$ cat src/rtl/iob_pkg.sv
// Shared types and constants for PDP-6 IO bus slave devices.
// Status bit positions use the bus numbering, where bit 35 is the LSB.
package iob_pkg;

  typedef enum logic [1:0] {
    IDLE   = 2'd0,
    TIMING = 2'd1,
    OFFER  = 2'd2
  } iob_state_e;

  localparam int unsigned ST_OVR  = 30;
  localparam int unsigned ST_BUSY = 31;
  localparam int unsigned ST_DONE = 32;
  localparam int unsigned ST_PIA  = 33;

  localparam logic [6:0] IOB_PTP = 7'o020;

endpackage

$ cat src/rtl/iob_pia_decode.sv
// Turns a 3-bit PI assignment plus enable into a one-hot request on channels 1..7.
// Assignment 0 means "no channel", so it never produces a request.
module iob_pia_decode (
  input  logic [2:0] i_pia,
  input  logic       i_en,
  output logic [1:7] o_req
);

  always_comb begin
    o_req = '0;
    for (int unsigned i = 1; i <= 7; i++) begin
      o_req[i] = i_en && (i_pia == 3'(i));
    end
  end

endmodule

$ cat src/rtl/iob_punch_dev.sv
// Byte-output slave on the PDP-6 IO bus: DATAO loads a byte that is offered to a sink after a
// fixed delay; on acceptance the device sets DONE and requests an interrupt on its PI channel.
module iob_punch_dev
  import iob_pkg::*;
#(
  parameter logic [6:0]  DEVCODE      = IOB_PTP,
  parameter int unsigned PUNCH_CYCLES = 1000,
  parameter int unsigned CNT_W        = 16
) (
  input  logic        clk,
  input  logic        reset,
  input  logic        iob_poweron,
  input  logic        iob_reset,
  input  logic        datao_clear,
  input  logic        datao_set,
  input  logic        cono_clear,
  input  logic        cono_set,
  input  logic        iob_fm_datai,
  input  logic        iob_fm_status,
  input  logic        rdi_pulse,
  input  logic [3:9]  ios,
  input  logic [0:35] iob_write,
  output logic [1:7]  pi_req,
  output logic [0:35] iob_read,
  output logic        dr_split,
  output logic        rdi_data,
  output logic        out_valid,
  output logic [7:0]  out_data,
  input  logic        out_ready
);

  localparam logic [CNT_W-1:0] CntLoad = CNT_W'(PUNCH_CYCLES - 1);

  iob_state_e       r_state;
  logic [7:0]       r_buf;
  logic [2:0]       r_pia;
  logic             r_busy;
  logic             r_done;
  logic             r_ovr;
  logic [CNT_W-1:0] r_cnt;
  logic             r_out_valid;
  logic [7:0]       r_out_data;
  logic [1:7]       r_pi_req;

  logic       w_rst;
  logic       w_sel;
  logic       w_dc;
  logic       w_ds;
  logic       w_cc;
  logic       w_cs;
  logic       w_hs;
  logic       w_busy_base;
  logic       w_done_base;
  logic       w_busy_kept;
  logic       w_abort;
  logic       w_start;
  logic [7:0] w_buf_nx;
  logic       w_busy_nx;
  logic       w_done_nx;
  logic       w_ovr_nx;
  logic [2:0] w_pia_nx;
  logic [1:7] w_pi_req;
  logic       w_unused;

  assign w_rst = !reset || iob_reset || !iob_poweron;
  assign w_sel = (ios == DEVCODE);

  // DATAO is only honoured while idle; CONO always applies.
  assign w_dc = w_sel && datao_clear && !r_busy;
  assign w_ds = w_sel && datao_set && !r_busy;
  assign w_cc = w_sel && cono_clear;
  assign w_cs = w_sel && cono_set;
  assign w_hs = (r_state == OFFER) && out_ready;

  // Order of precedence: handshake/DATAO, then CONO clear, then CONO set.
  assign w_busy_base = w_ds ? 1'b1 : (w_hs ? 1'b0 : r_busy);
  assign w_done_base = w_ds ? 1'b0 : (w_hs ? 1'b1 : r_done);
  assign w_busy_kept = w_busy_base && !w_cc;
  assign w_abort     = w_cc && w_busy_base;
  assign w_start     = (w_ds && !w_cc) || (w_cs && iob_write[ST_BUSY] && !w_busy_kept);

  assign w_buf_nx  = (w_dc ? 8'd0 : r_buf) | (w_ds ? iob_write[28:35] : 8'd0);
  assign w_busy_nx = w_busy_kept || (w_cs && iob_write[ST_BUSY]);
  assign w_done_nx = (w_done_base && !w_cc) || (w_cs && iob_write[ST_DONE]);
  assign w_ovr_nx  = (r_ovr || (w_sel && datao_set && r_busy)) && !w_cc;
  assign w_pia_nx  = (w_cc ? 3'd0 : r_pia) | (w_cs ? iob_write[ST_PIA:ST_PIA+2] : 3'd0);

  iob_pia_decode u_pia_decode (
    .i_pia (r_pia),
    .i_en  (r_done),
    .o_req (w_pi_req)
  );

  always_ff @(posedge clk) begin
    if (w_rst) begin
      r_state     <= IDLE;
      r_buf       <= '0;
      r_pia       <= '0;
      r_busy      <= 1'b0;
      r_done      <= 1'b0;
      r_ovr       <= 1'b0;
      r_cnt       <= '0;
      r_out_valid <= 1'b0;
      r_out_data  <= '0;
      r_pi_req    <= '0;
    end else begin
      r_buf    <= w_buf_nx;
      r_pia    <= w_pia_nx;
      r_busy   <= w_busy_nx;
      r_done   <= w_done_nx;
      r_ovr    <= w_ovr_nx;
      r_pi_req <= w_pi_req;
      case (r_state)
        IDLE: ;
        TIMING: begin
          if (r_cnt == '0) begin
            r_state     <= OFFER;
            r_out_valid <= 1'b1;
            r_out_data  <= r_buf;
          end else begin
            r_cnt <= r_cnt - 1'b1;
          end
        end
        OFFER: begin
          if (out_ready) begin
            r_state     <= IDLE;
            r_out_valid <= 1'b0;
          end
        end
        default: r_state <= IDLE;
      endcase
      if (w_abort) begin
        r_state     <= IDLE;
        r_out_valid <= 1'b0;
      end
      // A restart in the same cycle as an abort begins a fresh transfer of the buffer.
      if (w_start) begin
        r_state <= TIMING;
        r_cnt   <= CntLoad;
      end
    end
  end

  always_comb begin
    iob_read = '0;
    if (w_sel && iob_fm_status) begin
      iob_read[ST_OVR]             = r_ovr;
      iob_read[ST_BUSY]            = r_busy;
      iob_read[ST_DONE]            = r_done;
      iob_read[ST_PIA:ST_PIA+2]    = r_pia;
    end
    if (w_sel && iob_fm_datai) begin
      iob_read[28:35] = iob_read[28:35] | r_buf;
    end
  end

  assign pi_req    = r_pi_req;
  assign out_valid = r_out_valid;
  assign out_data  = r_out_data;
  assign dr_split  = 1'b0;
  assign rdi_data  = 1'b0;

  assign w_unused = ^{rdi_pulse, iob_write[0:27]};

endmodule
$ cat config.mk
export PLATFORM = sky130hd
export DESIGN_NAME = iob_punch_dev
export DESIGN_NICKNAME = d
export VERILOG_FILES = /design/src/rtl/iob_pkg.sv /design/src/rtl/iob_pia_decode.sv /design/src/rtl/iob_punch_dev.sv
export SDC_FILE = /design/constraint.sdc
export NUM_CORES = 1
export LEC_CHECK = 0
export CORE_MARGIN = 1.5
export CORE_UTILIZATION = 65
export CTS_BUF_LIST = sky130_fd_sc_hd__clkbuf_8
export DETAILED_ROUTE_END_ITERATION = 10
export DONT_BUFFER_PORTS = 1
export GPL_TIMING_DRIVEN = 0
export PLACE_DENSITY = 0.81
export SKIP_CTS_REPAIR_TIMING = 1
export SLEW_MARGIN = 20
export SYNTH_ARGS = -nofsm -noshare
export SYNTH_HDL_FRONTEND = slang
export SYNTH_HIERARCHICAL = 1
export SYNTH_SLANG_ARGS = --single-unit
export TNS_END_PERCENT = 20
$ cat constraint.sdc
create_clock -name clk -period 2.7 [get_ports clk]
set_input_delay 0.54 -clock clk [delete_from_list [all_inputs] [get_ports clk]]
set_output_delay 0.54 -clock clk [all_outputs]
set_load 0.03 [all_outputs]
==> results.yml, run 1 <==
outcome:
  status: "finished clean"
die:
  die-area_sq_um: 4170
  die_w_microns: 64.6
  core_sq_um: 3660
  io_pins: 109
  dieHeight_microns: 64.6
  start_util: 0.674
  fp-row-count: 22
synthesis:
  synth-edff-count: 0
  avgSynthCellArea_sq_um: 8.91
  async_flop_share: 0
  yosys_register_bits: 48
  synth_warnings: 6
  synth-seq-area-share: 0.389
  yosysTopAreaCell: "dfxtp_1"
  synth_top_area_frac: 0.389
  ys_types: 53
  synthTopCellsByArea: "dfxtp_1 39%, buf_4 9.1%, a22oi_1 4.3%"
  ys.flop_type: "dfxtp_1"
  synth_area_sq_um: 2470
  synth_cells: 277
power:
  leakage_uw: 0.00100
  ir_worst_vdd_mv: 0.476
  powerDensity_nw_per_um2: 491
global_routing:
  grt_pass1_wl_mm: 8.76
  grt_usage: 0.268
  grt_pass1_vias: 1905
  grt_max_degree: 17
  grt_overflow: 0
  grt_antenna_before_repair: 0
setup_path:
  reg2reg_slack_ps: 660
  cp_max_fo: 7
  worst_setup_path_start_kind: "primary input"
  critPathKind: "primary input to output pin"
  worstPathRequired_ps: 2160
  cp.arrival_ps: 1950
  critPathCaptureType: "output pin"
detailed_routing:
  drtAntennaViolNets: 0
  num_vias: 2137
  dr.pass1.iters: 4
  drtIter0Drc: 145
  wl_per_cell_microns: 15.1
  drc: 0
  routed_wl_mm: 5.47
  viasPerCell: 5.90
clocking:
  insertion_delay_ps: 300
  cts.root.buffer_cell: "clkbuf_8"
  cts.htree.levels: 2
  clock_sinks: 48
  clk_pin_slew_ps: 90
  cts_buffers: 5
  clock_path_buffers: 2
  cts_tree: "yes"
final_layout:
  final_cell_area_sq_um: 2750
  num_antenna_cells: 0
  syn_to_final_growth_pct: 11.6
  fin_util: 0.752
  fin_nets: 370
  nFillCells: 280
  drive_gt1_frac: 0.207
sta:
  setup_tns_ps: 0
  setup_viol: 0
  final_hold_viol_count: 0
  grt_setup_unrepaired: "no"
  fin_hold_ws_ps: 382
  timing.final.crit_share: 0.924
  max_clock_freq_mhz: 401
  finClkSkew_ps: 5.05
  period_needed_ps: 2490
  tightest_slew_ps: 704
  relSlewSlack: 0.529
  drv_slew: 0
placement:
  dp.final_hpwl_mm: 3.97
  placed_cell_area_sq_um: 2640
  io_buffers: 0
  gp_congestion: 0.823
hold_path:
  hold_class: "primary input to register"
job:
  maxCapViolCount: 0
[cell type report]
class,count,area [sq um],share of cell area
plain buffers,43,278,0.101
well taps,48,60.1,0.0218
clock buffers,5,68.8,0.0250
inverters,3,11.3,0.00409
clock inverters,3,47.5,0.0173
multi-input cells,212,1330,0.482
flip-flops and latches,48,961,0.349
[layer usage]
| metal | track usage | wire, microns | up-vias |
|---|---|---|---|
| met5 | 0 | 0 | - |
| met4 | 0.0798 | 61 | 0 |
| met3 | 0.0694 | 530 | 8 |
| met2 | 0.443 | 2580 | 112 |
| met1 | 0.345 | 2300 | 974 |
| li1 | - | - | 1043 |
[through the flow]
stage          setup WS, ps  cells  total power, uW
2_1_floorplan           458    306              828
3_3_place_gp            218    354              834
3_5_place_dp            234    354              834
4_1_cts                 228    362             1350
5_1_grt                30.7    362             1390
6_report                206    362             1350
[logic make-up after synthesis]
family,share of synthesized area
AO/OA/AOI/OAI,0.203
adder cells (fa/ha/maj),0.0101
buffers and inverters,0.117
flip-flops,0.389
other,0.00152
AND/OR/NAND/NOR,0.278
[path summary, 6_finish.rpt]
| kind | start | to | cells past startpoint |
|---|---|---|---|
| worst max-delay path | ios[8] | iob_read[28] | 4 |
| worst min-delay path | cono_set | r_done | 2 |
| worst max register to register | r_cnt[0] | r_cnt[1] | 6 |
| worst min register to register | r_buf[7] | out_data[7] | 2 |
[state kept, by name, summed over array words and instances, names as in the netlist]
| name | cells |
|---|---|
| r_state | 2 |
| r_ovr | 1 |
| pi_req | 7 |
| out_data | 8 |
| r_buf | 8 |
| r_busy | 1 |
| r_done | 1 |
| out_valid | 1 |
| r_pia | 3 |
| r_cnt | 16 |
[where the power goes]
part	switching, uW	internal (uW)
clock network	252	279
logic	75.9	35.9
registers	0.201	707
total	328	1020
[placed cells by master (no fill, tap or decap), drive strengths merged, types with 4 or more instances in the layout]
| cell | count |
|---|---|
| nor2 | 21 |
| conb | 30 |
| dfxtp | 48 |
| o31ai | 7 |
| a22oi | 14 |
| clkbuf | 15 |
| a21oi | 19 |
| or3 | 7 |
| nand3 | 13 |
| or2 | 5 |
| a31oi | 9 |
| nand2 | 6 |
| o21ai | 15 |
| and2 | 9 |
| buf | 33 |
| or4 | 6 |
| and3 | 4 |
[synthesized netlist by cell type, types with 4 or more instances]
cell type  number
and3_1          4
a21oi_1        19
clkbuf_1       10
nand3_1        12
or4_1           6
nor2_1         21
buf_4          30
and2_1          8
o31ai_1         7
o21ai_0        14
nand2_1         6
dfxtp_1        48
a31oi_1         9
a22oi_1        14
or2_2           4
[critical path: stages]
cell and delay [ps]:
nor3_1 550, and2_0 210, clkbuf_1 270, and3_1 390
(Power assumes the default switching activity.)
==> inputs of run 2 (changes only) <==
--- a/config.mk
+++ b/config.mk
@@ -7,10 +7,10 @@
 export LEC_CHECK = 0
 export CORE_MARGIN = 1.5
 export CORE_UTILIZATION = 65
-export CTS_BUF_LIST = sky130_fd_sc_hd__clkbuf_8
 export DETAILED_ROUTE_END_ITERATION = 10
 export DONT_BUFFER_PORTS = 1
 export GPL_TIMING_DRIVEN = 0
+export MAX_ROUTING_LAYER = met4
 export PLACE_DENSITY = 0.81
 export SKIP_CTS_REPAIR_TIMING = 1
 export SLEW_MARGIN = 20
==> run 2 against run 1 <==
- global-route usage grew 0.70 points
- register-to-register slack gained 20 ps
- design area is the same
- largest cell class unchanged
- core utilization is the same
==> results.yml, run 2 (synthesis gave the netlist of run 1 again) <==
outcome:
  status: "finished clean"
final_layout:
  nFillCells: 280
  layout_commonest_cell: "dfxtp_1"
  drive_gt1_frac: 0.207
  largest_reg_flops: 16
  regMostFlops: "r_cnt"
  layout_common_cells: "48 x dfxtp_1, 30 x buf_4, 30 x conb_1"
  fin_nets: 370
  fin_cells: 362
  num_antenna_cells: 0
  syn_to_final_growth_pct: 11.6
job:
  maxCapViolCount: 0
global_routing:
  grt_max_degree: 17
  grt_antenna_before_repair: 0
  grt_pass1_vias: 1910
  grt_overflow: 0
  grt_pass1_wl_mm: 8.74
  grt_usage: 0.275
clocking:
  insertion_delay_ps: 300
  clk_pin_slew_ps: 90
  clock_path_buffers: 2
  cts_tree: "yes"
  cts.htree.levels: 2
  cts_buffers: 5
  clock_sinks: 48
  cts.root.buffer_cell: "clkbuf_8"
placement:
  gp_congestion: 0.836
  post-place-ws_ps: 234
  io_buffers: 0
  dp.cells: 354
  dp.final_hpwl_mm: 3.97
power:
  powerDensity_nw_per_um2: 491
  leakage_uw: 0.00100
  total_power_uw: 1350
  ir_worst_vdd_mv: 0.477
setup_path:
  critical-path-top-delay-family: "simple AND/OR/NAND/NOR gates"
  worstPathRequired_ps: 2160
  cp_max_fo: 7
  cp.arrival_ps: 1960
  crit_path_max_incr_delay_ps: 550
  crit_buf_inv: 1
  critPathCaptureType: "output pin"
  slowest_stage: "nor3_1"
  reg2reg_slack_ps: 680
  worst_setup_path_start_kind: "primary input"
  path_cells: "nor3_1 > and2_0 > clkbuf_1 > and3_1"
  critPathKind: "primary input to output pin"
detailed_routing:
  routed_wl_mm: 5.47
  drtAntennaViolNets: 0
  num_vias: 2163
  dr.pass1.iters: 4
  drtIter0Drc: 154
  viasPerCell: 5.98
  wl_per_cell_microns: 15.1
  drc: 0
die:
  core_sq_um: 3660
  die-area_sq_um: 4170
  io_pins: 109
  dieHeight_microns: 64.6
  die_w_microns: 64.6
  start_util: 0.674
  fp-row-count: 22
sta:
  drv_slew: 0
  max_clock_freq_mhz: 400
  setup_viol: 0
  grt_setup_unrepaired: "no"
  layout_setup_ws_ps: 201
  fin_hold_ws_ps: 381
  setup_tns_ps: 0
  period_needed_ps: 2500
  tightest_slew_ps: 698
  timing.final.crit_share: 0.925
  relSlewSlack: 0.533
  final_hold_viol_count: 0
  finClkSkew_ps: 5.16
hold_path:
  hold_class: "primary input to register"
==> run 2: area by class of cell <==
cell class,count,area [sq um],area share
flip-flops and latches,48,961,0.349
clock inverters,3,47.5,0.0173
clock buffers,5,68.8,0.0250
multi-input cells,212,1330,0.482
well taps,48,60.1,0.0218
inverters,3,11.3,0.00409
plain buffers,43,278,0.101
==> run 2: worst reg2reg max path: stages (launching register included) <==
cell and delay [ps]:
dfxtp_1 320, inv_1 130, ha_1 180, nor4b_1 350, nand4_1 390, and3_1 340
a211oi_1 230
==> run 2: where the power goes <==
part	switching (uW)	internal [uW]	total (uW)	leakage, uW
Sequential	0.201	707	708	0.000386
Clock	252	279	531	0.0000583
Combinational	76.0	35.9	112	0.000559
==> run 2: routing by layer <==
metal,vias up,global-route usage,part of all wire
li1,1043,-,-
met1,988,0.346,0.42
met2,123,0.443,0.47
met3,9,0.0660,0.099
met4,0,0.0798,0.011
met5,-,-,0
==> run 2: metrics by stage <==
step | utilization | area [sq um]
global route | 0.752 | 2750
global placement | 0.720 | 2640
finish | 0.752 | 2750
CTS | 0.752 | 2750
floorplan | - | 2580
detailed placement | 0.720 | 2640
==> run 2: worst paths after layout <==
check | startpoint | endpoint | cells after the start
setup / recovery | ios[8] | iob_read[28] | 4
hold / removal | cono_set | r_done | 2
setup reg to reg | r_cnt[0] | r_cnt[1] | 6
hold reg to reg | r_buf[7] | out_data[7] | 2
